### config.mk
export PLATFORM = sky130hd
export DESIGN_NAME = morse_decoder_flat
export DESIGN_NICKNAME = d
export VERILOG_FILES = /design/src/rtl/morse_pkg.sv /design/src/rtl/morse_decoder_if.sv /design/src/rtl/morse_lut.sv /design/src/rtl/morse_decoder.sv /design/src/flat_wrapper.sv
export SDC_FILE = /design/constraint.sdc
export NUM_CORES = 1
export LEC_CHECK = 0
export ABC_CLOCK_PERIOD_IN_PS = 4900
export BUFFER_PORTS_ARGS = -buffer_cell sky130_fd_sc_hd__clkbuf_2
export CAP_MARGIN = 20
export CELL_PAD_IN_SITES_DETAIL_PLACEMENT = 0
export CELL_PAD_IN_SITES_GLOBAL_PLACEMENT = 1
export CORE_UTILIZATION = 25
export DETAILED_ROUTE_END_ITERATION = 8
export PLACE_DENSITY_LB_ADDON = 0.12
export SYNTH_ARGS = -nofsm -noshare
export SYNTH_HDL_FRONTEND = slang
export SYNTH_HIERARCHICAL = 1
export SYNTH_SLANG_ARGS = --single-unit
### constraint.sdc
create_clock -name clk -period 4.9 [get_ports clk]
set_input_delay 0.49 -clock clk [delete_from_list [all_inputs] [get_ports clk]]
set_output_delay 0.49 -clock clk [all_outputs]
set_load 0.1 [all_outputs]
### src/rtl/morse_pkg.sv
// -----------------------------------------------------------------------------
// morse_pkg
// Shared types and constants for the Morse decoder slice.
//   SYM_W    : maximum number of symbols in one letter (pattern width)
//   CNT_W    : width of the symbol counter (0..SYM_W)
//   DUR_W    : width of the saturating tick-duration counter
//   ASCII_A  : ASCII code of 'A', base for letter lookup
//   ASCII_0  : ASCII code of '0', base for digit lookup
//   state_t  : decoder FSM states
//   lut_out_t: lookup result {valid, ascii}
// -----------------------------------------------------------------------------
package morse_pkg;

  localparam int SYM_W = 5;
  localparam int CNT_W = 3;
  localparam int DUR_W = 8;

  localparam logic [7:0] ASCII_A = 8'h41;
  localparam logic [7:0] ASCII_0 = 8'h30;

  typedef enum logic [2:0] {
    ST_WAIT_REL,
    ST_IDLE,
    ST_PRESS,
    ST_GAP,
    ST_DECODE
  } state_t;

  typedef struct packed {
    logic       valid;
    logic [7:0] ascii;
  } lut_out_t;

endpackage

### src/rtl/morse_decoder_if.sv
// -----------------------------------------------------------------------------
// morse_decoder_if
// Key input and decoded-letter outputs of the Morse decoder.
//   key_in    : raw Morse key, high = pressed (asynchronous to clk)
//   letter    : last valid decoded ASCII code
//   send      : sticky flag, high once any valid letter was decoded
//   done      : one-cycle pulse when letter updates
//   err       : one-cycle pulse on an invalid or overlong pattern
//   sym_count : symbols accumulated in the current letter
// Modports: master drives the key and consumes letters; slave is the decoder.
// -----------------------------------------------------------------------------
interface morse_decoder_if;
  import morse_pkg::*;

  logic             key_in;
  logic [7:0]       letter;
  logic             send;
  logic             done;
  logic             err;
  logic [CNT_W-1:0] sym_count;

  modport master (
    output key_in,
    input  letter, send, done, err, sym_count
  );

  modport slave (
    input  key_in,
    output letter, send, done, err, sym_count
  );

endinterface

### src/rtl/morse_lut.sv
// -----------------------------------------------------------------------------
// morse_lut
// Combinational Morse pattern lookup. The pattern holds the first symbol in
// its most significant used bit (symbols are shifted in at the LSB);
// 1 = dash, 0 = dot.
//   sym_count : number of valid symbols in pattern (1..5)
//   pattern   : symbol bits, only the low sym_count bits are used
//   result    : {valid, ascii}
// Build option: define MORSE_DIGITS_EN to decode 5-symbol patterns to '0'-'9';
// without it every 5-symbol pattern is invalid.
// -----------------------------------------------------------------------------
module morse_lut
  import morse_pkg::*;
(
  input  logic [CNT_W-1:0] sym_count,
  input  logic [SYM_W-1:0] pattern,
  output lut_out_t         result
);

  logic [4:0] letter_idx;  // 0 = 'A' .. 25 = 'Z'
  logic [3:0] digit;
  logic       is_letter;
  logic       is_digit;

  always_comb begin
    // NOTE: every signal gets a default before the case so that no path
    // leaves it unassigned, which would otherwise infer a latch.
    letter_idx = '0;
    digit      = '0;
    is_letter  = 1'b0;
    is_digit   = 1'b0;

    case (sym_count)
      3'd1: begin
        is_letter  = 1'b1;
        letter_idx = pattern[0] ? 5'd19 : 5'd4;             // T : E
      end
      3'd2: begin
        is_letter = 1'b1;
        case (pattern[1:0])
          2'b00:   letter_idx = 5'd8;                       // I
          2'b01:   letter_idx = 5'd0;                       // A
          2'b10:   letter_idx = 5'd13;                      // N
          default: letter_idx = 5'd12;                      // M
        endcase
      end
      3'd3: begin
        is_letter = 1'b1;
        case (pattern[2:0])
          3'b000:  letter_idx = 5'd18;                      // S
          3'b001:  letter_idx = 5'd20;                      // U
          3'b010:  letter_idx = 5'd17;                      // R
          3'b011:  letter_idx = 5'd22;                      // W
          3'b100:  letter_idx = 5'd3;                       // D
          3'b101:  letter_idx = 5'd10;                      // K
          3'b110:  letter_idx = 5'd6;                       // G
          default: letter_idx = 5'd14;                      // O
        endcase
      end
      3'd4: begin
        is_letter = 1'b1;
        case (pattern[3:0])
          4'b0000: letter_idx = 5'd7;                       // H
          4'b0001: letter_idx = 5'd21;                      // V
          4'b0010: letter_idx = 5'd5;                       // F
          4'b0100: letter_idx = 5'd11;                      // L
          4'b0110: letter_idx = 5'd15;                      // P
          4'b0111: letter_idx = 5'd9;                       // J
          4'b1000: letter_idx = 5'd1;                       // B
          4'b1001: letter_idx = 5'd23;                      // X
          4'b1010: letter_idx = 5'd2;                       // C
          4'b1011: letter_idx = 5'd24;                      // Y
          4'b1100: letter_idx = 5'd25;                      // Z
          4'b1101: letter_idx = 5'd16;                      // Q
          default: is_letter  = 1'b0;                       // ..--, .-.-, ---., ----
        endcase
      end
`ifdef MORSE_DIGITS_EN
      3'd5: begin
        is_digit = 1'b1;
        case (pattern)
          5'b11111: digit = 4'd0;
          5'b01111: digit = 4'd1;
          5'b00111: digit = 4'd2;
          5'b00011: digit = 4'd3;
          5'b00001: digit = 4'd4;
          5'b00000: digit = 4'd5;
          5'b10000: digit = 4'd6;
          5'b11000: digit = 4'd7;
          5'b11100: digit = 4'd8;
          5'b11110: digit = 4'd9;
          default:  is_digit = 1'b0;
        endcase
      end
`else
      3'd5: begin
        is_digit = 1'b0;
      end
`endif
      default: begin
        is_letter = 1'b0;
      end
    endcase
  end

  always_comb begin
    result.valid = is_letter | is_digit;
    result.ascii = is_digit ? (ASCII_0 + {4'b0000, digit})
                            : (ASCII_A + {3'b000, letter_idx});
  end

endmodule

### src/rtl/morse_decoder.sv
// -----------------------------------------------------------------------------
// morse_decoder
// Times Morse key presses and gaps with a prescaled tick, classifies presses
// as dot/dash, accumulates up to SYM_W symbols and decodes a letter after a
// long gap.
//   clk   : system clock
//   reset : synchronous, active-high reset
//   bus   : morse_decoder_if.slave (key_in in; letter/send/done/err/sym_count out)
// Parameters (all in ticks except TICK_DIV, which is clock cycles per tick):
//   TICK_DIV, MIN_PRESS (glitch reject), DOT_MAX (dot/dash split),
//   LETTER_GAP (end-of-letter release length).
// Build option MORSE_DIGITS_EN (see morse_lut) enables digit decoding.
// -----------------------------------------------------------------------------
module morse_decoder
  import morse_pkg::*;
#(
  parameter int TICK_DIV   = 1_000_000,
  parameter int MIN_PRESS  = 2,
  parameter int DOT_MAX    = 20,
  parameter int LETTER_GAP = 40
) (
  input logic            clk,
  input logic            reset,
  morse_decoder_if.slave bus
);

  localparam int               PRE_W        = (TICK_DIV > 1) ? $clog2(TICK_DIV) : 1;
  localparam logic [PRE_W-1:0] PRE_LAST     = PRE_W'(TICK_DIV - 1);
  localparam logic [DUR_W-1:0] DUR_MAX      = '1;
  localparam logic [DUR_W-1:0] MIN_PRESS_D  = DUR_W'(MIN_PRESS);
  localparam logic [DUR_W-1:0] DOT_MAX_D    = DUR_W'(DOT_MAX);
  localparam logic [DUR_W-1:0] LETTER_GAP_D = DUR_W'(LETTER_GAP);
  localparam logic [CNT_W-1:0] SYM_FULL     = CNT_W'(SYM_W);

  // Synchronizer, edge detect and a fill marker that tells WAIT_REL when the
  // synchronized level reflects the real key rather than reset zeros.
  logic       key_s1, key_s2, key_d;
  logic [1:0] sync_vld;
  logic       key_rise, key_fall, key_edge;

  logic [PRE_W-1:0] pre_cnt;
  logic             tick;
  logic [DUR_W-1:0] dur_q;
  logic [DUR_W-1:0] gap_save_q;   // gap length at the rising edge, restored on a glitch
  logic             from_gap_q;   // PRESS was entered from GAP

  state_t           state_q, state_d;
  logic             restore_gap, push_sym;
  logic [SYM_W-1:0] pattern_q;
  logic [CNT_W-1:0] sym_cnt_q;
  logic             ovf_q;
  lut_out_t         lut_res;

  logic [7:0] letter_q;
  logic       send_q, done_q, err_q;

  assign key_rise = key_s2 & ~key_d;
  assign key_fall = ~key_s2 & key_d;
  assign key_edge = key_rise | key_fall;
  assign tick     = (pre_cnt == PRE_LAST);

  // NOTE: clocked state uses non-blocking assignments so every register
  // samples pre-edge values, independent of statement order.
  always_ff @(posedge clk) begin
    if (reset) begin
      key_s1   <= 1'b0;
      key_s2   <= 1'b0;
      key_d    <= 1'b0;
      sync_vld <= '0;
      pre_cnt  <= '0;
    end else begin
      key_s1   <= bus.key_in;
      key_s2   <= key_s1;
      key_d    <= key_s2;
      sync_vld <= {sync_vld[0], 1'b1};
      pre_cnt  <= tick ? '0 : pre_cnt + PRE_W'(1);
    end
  end

  // Duration counter: a glitch restore wins, then any edge clears, then a
  // tick advances (saturating).
  always_ff @(posedge clk) begin
    if (reset) begin
      dur_q <= '0;
    end else if (restore_gap) begin
      dur_q <= gap_save_q;
    end else if (key_edge) begin
      dur_q <= '0;
    end else if (tick && dur_q != DUR_MAX) begin
      dur_q <= dur_q + DUR_W'(1);
    end
  end

  always_comb begin
    state_d     = state_q;
    restore_gap = 1'b0;
    push_sym    = 1'b0;
    case (state_q)
      ST_WAIT_REL: if (sync_vld[1] && !key_s2) state_d = ST_IDLE;
      ST_IDLE:     if (key_rise) state_d = ST_PRESS;
      ST_PRESS: begin
        if (key_fall) begin
          if (dur_q < MIN_PRESS_D) begin
            state_d     = from_gap_q ? ST_GAP : ST_IDLE;
            restore_gap = from_gap_q;
          end else begin
            push_sym = 1'b1;
            state_d  = ST_GAP;
          end
        end
      end
      ST_GAP: begin
        if (key_rise)                   state_d = ST_PRESS;
        else if (dur_q >= LETTER_GAP_D) state_d = ST_DECODE;
      end
      ST_DECODE: state_d = ST_IDLE;
      default:   state_d = ST_WAIT_REL;
    endcase
  end

  morse_lut u_lut (
    .sym_count (sym_cnt_q),
    .pattern   (pattern_q),
    .result    (lut_res)
  );

  always_ff @(posedge clk) begin
    if (reset) begin
      state_q    <= ST_WAIT_REL;
      pattern_q  <= '0;
      sym_cnt_q  <= '0;
      ovf_q      <= 1'b0;
      from_gap_q <= 1'b0;
      gap_save_q <= '0;
      letter_q   <= 8'h00;
      send_q     <= 1'b0;
      done_q     <= 1'b0;
      err_q      <= 1'b0;
    end else begin
      state_q <= state_d;
      done_q  <= 1'b0;
      err_q   <= 1'b0;

      if ((state_q == ST_IDLE || state_q == ST_GAP) && key_rise) begin
        from_gap_q <= (state_q == ST_GAP);
        gap_save_q <= dur_q;
      end

      if (push_sym) begin
        if (sym_cnt_q == SYM_FULL) begin
          ovf_q <= 1'b1;
        end else begin
          pattern_q <= {pattern_q[SYM_W-2:0], (dur_q > DOT_MAX_D)};
          sym_cnt_q <= sym_cnt_q + CNT_W'(1);
        end
      end

      if (state_q == ST_DECODE) begin
        if (lut_res.valid && !ovf_q) begin
          letter_q <= lut_res.ascii;
          done_q   <= 1'b1;
          send_q   <= 1'b1;
        end else begin
          err_q <= 1'b1;
        end
        pattern_q <= '0;
        sym_cnt_q <= '0;
        ovf_q     <= 1'b0;
      end
    end
  end

  assign bus.letter    = letter_q;
  assign bus.send      = send_q;
  assign bus.done      = done_q;
  assign bus.err       = err_q;
  assign bus.sym_count = sym_cnt_q;

endmodule

### src/flat_wrapper.sv
// flat-port wrapper written by rule: the top's interface ports become plain ports
module morse_decoder_flat import morse_pkg::*;
#(
  parameter int TICK_DIV   = 1_000_000,
  parameter int MIN_PRESS  = 2,
  parameter int DOT_MAX    = 20,
  parameter int LETTER_GAP = 40
)
  (clk, reset, bus_key_in, bus_letter, bus_send, bus_done, bus_err, bus_sym_count);
  morse_decoder_if bus_i ();
  input logic clk;
  input logic reset;
  input wire logic [$bits(bus_i.key_in)-1:0] bus_key_in;
  output wire logic [$bits(bus_i.letter)-1:0] bus_letter;
  output wire logic [$bits(bus_i.send)-1:0] bus_send;
  output wire logic [$bits(bus_i.done)-1:0] bus_done;
  output wire logic [$bits(bus_i.err)-1:0] bus_err;
  output wire logic [$bits(bus_i.sym_count)-1:0] bus_sym_count;
  assign bus_i.key_in = bus_key_in;
  assign bus_letter = bus_i.letter;
  assign bus_send = bus_i.send;
  assign bus_done = bus_i.done;
  assign bus_err = bus_i.err;
  assign bus_sym_count = bus_i.sym_count;
  morse_decoder #(.TICK_DIV(TICK_DIV), .MIN_PRESS(MIN_PRESS), .DOT_MAX(DOT_MAX), .LETTER_GAP(LETTER_GAP)) u_core (.clk(clk), .reset(reset), .bus(bus_i));
endmodule
==> results.cfg, run 1 <==
[status]
status = finished clean

[timing]
hold_slack_ns = 0.373
finalHoldViolations = 0
fin_worst_skew_ns = 0.00854
max_freq_mhz = 384
setup-tns-final_ns = 0
final.min_clock_period_ns = 2.60
rsz0062_at_grt = false
max_slew_margin = 0.392
fin_ws_ns = 2.30
worst_pin_slew_ns = 0.888
maxSlewViolCount = 0
timing.final.crit_share = 0.532
setup_viol = 0

[layout]
layout.nets = 397
final_common_cell = dfxtp_1
area_growth_pct = 14.2
drive_above_1_share = 0.128
post-route-util = 0.298
layout_common_cells = 64 x dfxtp_1, 59 x nor2_1, 25 x nand2_1
diodes = 0

[critical_path]
startpoint_type = flop
worst-path-buf-inv = 0
crit_type = reg2reg
end_kind = flop
cp_max_fo = 9
slowest_delay_ns = 0.57
cp_slowest_cell = dfxtp_1
cp_top_family = simple AND/OR/NAND/NOR gates
required_ns = 5.09
critical_path.cell_chain = or3b_1, a31oi_1, o21ai_0, o21ai_0, nor2b_1, nand3_1, mux2i_1, nor2_1
path_common_cell = o21ai_0
cp.arrival_ns = 2.79

[floorplan]
die_area_sq_mm = 0.0139
io_pins = 17
core_sq_mm = 0.0128
die_width_microns = 118
rows = 41
initial_core_util = 0.261
die_h_microns = 118

[clock_network]
cts_tree = built
cts_resized = 0
post_cts_buffers = 0
cts_buffers = 9
cts_hold_buf = 0
clock_latency_ns = 0.34
clock-root-buffer = clkbuf_16
htree_levels = 3
clockBufferDepth = 2
clk_pin_slew_ns = 0.06
clkSinkCount = 64

[worst_hold_path]
hold_path.class = in2reg

[power_and_ir_drop]
p_per_area_mw_per_mm2 = 322
seqPwrFrac = 0.435
clockPowerShare = 0.531
swShare = 0.220
ir_drop_mv = 0.138
p_total_mw = 1.23
internal_power_mw = 0.962
pwr-share-comb = 0.034
power_leakage_nw = 1.46
p_switching_mw = 0.271

[routing]
drtIter0Drc = 119
vias = 2611
wire_per_inst_microns = 13.5
drt-total-wl_microns = 7580
drt-vias-per-instance = 4.64
drc_errors = 0
antenna_left = 0
dr.pass1.iters = 4

[placed_design]
gp_congestion = 0.727
dp_hpwl_microns = 5110
port_buffers = 16
preCtsSetupSlack_ns = 2.28

[global_routing]
grt_pass1_vias = 2473
grt_max_degree = 37
grt_pass1_wl_microns = 12900
antenna_found_initial = 0
grtUsageTotal = 0.118
grt_overflow = 0

[synthesis]
yosys_warnings = 6
syn_area_sq_mm = 0.00335
syn_avg_cell_area_sq_um = 8.79
postSynthCellCount = 381

[job]
cap_violations = 0
sequential cells by signal, summed over array words and instances, names as in the netlist:
signal	flops
u_core/key_s2	1
u_core/dur_q	8
u_core/bus.sym_count	3
u_core/state_q	3
u_core/ovf_q	1
u_core/bus.send	1
u_core/gap_save_q	8
u_core/sync_vld	2
u_core/from_gap_q	1
u_core/key_s1	1
u_core/bus.err	1
u_core/pattern_q	4
u_core/pre_cnt	20
u_core/key_d	1
u_core/bus.letter	8
u_core/bus.done	1
worst reg2reg max path, cell delays in order (launching register included):
cell,delay (ns)
dfxtp_1,0.57
or3b_1,0.45
a31oi_1,0.15
o21ai_0,0.12
o21ai_0,0.09
nor2b_1,0.23
nand3_1,0.47
mux2i_1,0.31
nor2_1,0.05
worst paths after layout:
check                     startpoint                   end  slack (ns)  cells past startpoint
max          u_core/bus.sym_count[2]  u_core/bus.letter[4]        2.30                      8
min                       bus_key_in         u_core/key_s1        0.37                      2
max reg2reg  u_core/bus.sym_count[2]  u_core/bus.letter[4]        2.30                      8
min reg2reg            u_core/key_s1         u_core/key_s2        0.44                      1
layout make-up:
type | count | area (sq um)
clock buffers | 13 | 260
flip-flops and latches | 64 | 1280
inverters | 16 | 60.1
repair buffers | 16 | 80.1
fillers | 1387 | 9000
multi-input cells | 279 | 1890
clock inverters | 3 | 40.0
well taps | 172 | 215
power groups by stage:
stage,Combinational [mW],Sequential [mW],Clock (mW)
finish,0.0419,0.536,0.655
global route,0.0480,0.537,0.704
CTS,0.0432,0.535,0.679
detailed placement,0.0431,0.547,0
global placement,0.0428,0.547,0
floorplan,0.0398,0.541,0
per-layer routing:
metal / GRT usage / up-vias / part of all wire
met2: 0.174 / 26 / 0.43
met3: 0.0344 / 8 / 0.033
met4: 0.0481 / 0 / 0.014
met1: 0.161 / 1225 / 0.52
met5: 0 / - / 0
li1: - / 1352 / -
through the flow:
| step | std cells | instance area, sq um |
|---|---|---|
| 3_3_place_gp | 547 | 3530 |
| 3_5_place_dp | 547 | 3530 |
| 6_report | 563 | 3830 |
| 2_1_floorplan | 382 | 3350 |
| 5_1_grt | 563 | 3830 |
| 4_1_cts | 563 | 3830 |
Note: power is estimated with default switching activity, not from simulation.
==> run 2, diff against run 1 <==
ABC_AREA = 1   (was default)
ABC_CLOCK_PERIOD_IN_PS = 2700   (was 4900)
clock period = 2.7 ns   (was 4.9 ns; I/O delays follow)
==> results.cfg, run 2 <==
[status]
status = finished clean

[synthesis]
yosys_warnings = 6
postSynthCellCount = 549
syn_avg_cell_area_sq_um = 6.79
syn_area_sq_mm = 0.00373

[critical_path]
ff2ff_setup_slack_ns = 0.64
cp_max_fo = 12
r2r_end = u_core/bus.send
startpoint = u_core/pattern_q[0]
end_kind = flop
endpoint = u_core/bus.send
cp.arrival_ns = 2.28
reg2reg_depth = 13
crit_type = reg2reg
startpoint_type = flop
required_ns = 2.92
r2r-start = u_core/pattern_q[0]

[global_routing]
met1_usage = 0.170
grt_max_degree = 23
grt_overflow = 0
grtUsageTotal = 0.131
grt_pass1_wl_microns = 15300
grt_busiest_layer = met2
use_met2 = 0.196
grt_util_met3 = 0.0462
grt_pass1_vias = 3105
antenna_found_initial = 0

[timing]
fin_worst_skew_ns = 0.00448
setup_viol = 0
rsz0062_at_grt = false
max_slew_margin = 0.627
timing.final.crit_share = 0.762
maxSlewViolCount = 0
finalHoldViolations = 0
worst_pin_slew_ns = 0.562
max_freq_mhz = 486
setup-tns-final_ns = 0
final.min_clock_period_ns = 2.06

[layout]
top_register = u_core/pre_cnt
largest_reg_flops = 20
drive_above_1_share = 0.141
layout.nets = 572
diodes = 0
fin_cells = 750
layout_common_cells = 107 x nor2_1, 101 x nand2_1, 64 x dfxtp_1
area_growth_pct = 13.9
final_common_cell = nor2_1

[floorplan]
io_pins = 17
core_sq_mm = 0.0145
rows = 44
die_area_sq_mm = 0.0154
die_width_microns = 124
initial_core_util = 0.257
die_h_microns = 124

[power_and_ir_drop]
ir_drop_mv = 0.266
power_leakage_nw = 1.72
p_per_area_mw_per_mm2 = 572

[routing]
antenna_left = 0
wire_per_inst_microns = 12.3
drt-total-wl_microns = 9220
drtIter0Drc = 216
drt-vias-per-instance = 4.43
dr.pass1.iters = 4
vias = 3324
drc_errors = 0

[clock_network]
cts_buffers = 9
cts_hold_buf = 0
clk_pin_slew_ns = 0.06
cts_resized = 0
htree_levels = 3
post_cts_buffers = 0
cts_tree = built
clock-root-buffer = clkbuf_16
clock_latency_ns = 0.34
clockBufferDepth = 2
clkSinkCount = 64

[placed_design]
dp_cells = 734
port_buffers = 16
dp_hpwl_microns = 6960
gp_congestion = 0.826

[worst_hold_path]
hold_path.class = in2reg

[job]
cap_violations = 0
run 2: critical path, cell delays in order (launching register included):
cell and delay, ns:
dfxtp_1 0.56, nand2_1 0.17, nand3_2 0.10, nand2_1 0.05, inv_1 0.06, nand3b_1 0.07
nand2_1 0.06, nand3b_1 0.07, nand2_1 0.07, inv_1 0.04, nand2_1 0.21, clkinv_1 0.28
nor2_1 0.15, nor2_1 0.05
run 2: layout make-up:
cell class	instances	area, sq um
inverter	68	263
multi-input combinational	401	2070
clock inverter	7	95.1
fill	1628	10300
sequential	64	1280
clock buffer	9	225
timing repair buffer	17	87.6
tap	184	230
run 2: worst min path at each step:
stage	slack, ns	cells after the start	start	to
final	0.12	3	bus_key_in	u_core/key_s1
after global routing	0.11	3	bus_key_in	u_core/key_s1
after CTS	0.10	3	bus_key_in	u_core/key_s1
after detailed placement	0.40	2	u_core/sync_vld[0]	u_core/sync_vld[1]
after global placement	0.40	2	u_core/sync_vld[0]	u_core/sync_vld[1]
after floorplan	0.38	2	bus_key_in	u_core/key_s1
run 2: metal layers:
layer	up-vias	part of all wire
met2	48	0.43
li1	1769	-
met1	1495	0.51
met5	-	0
met4	0	0.017
met3	12	0.046
run 2: through the flow:
stage               hold slack [ns]  power (mW)  area [sq um]  setup WS (ns)   util
floorplan                     0.377        1.15          3730          0.224      -
global placement              0.396        1.19          3930          0.672  0.270
detailed placement            0.397        1.19          3930          0.620  0.270
CTS                           0.105        2.48          4250          0.618  0.292
global route                  0.110        2.53          4250          0.364  0.292
finish                        0.118        2.43          4250          0.642  0.292
run 2: where the power goes:
group	leakage, nW	internal [mW]	total (mW)	switching [mW]
clock	0.156	0.809	1.27	0.458
sequential	0.519	0.965	0.991	0.0258
combinational	1.05	0.0547	0.171	0.116
total	1.72	1.83	2.43	0.599
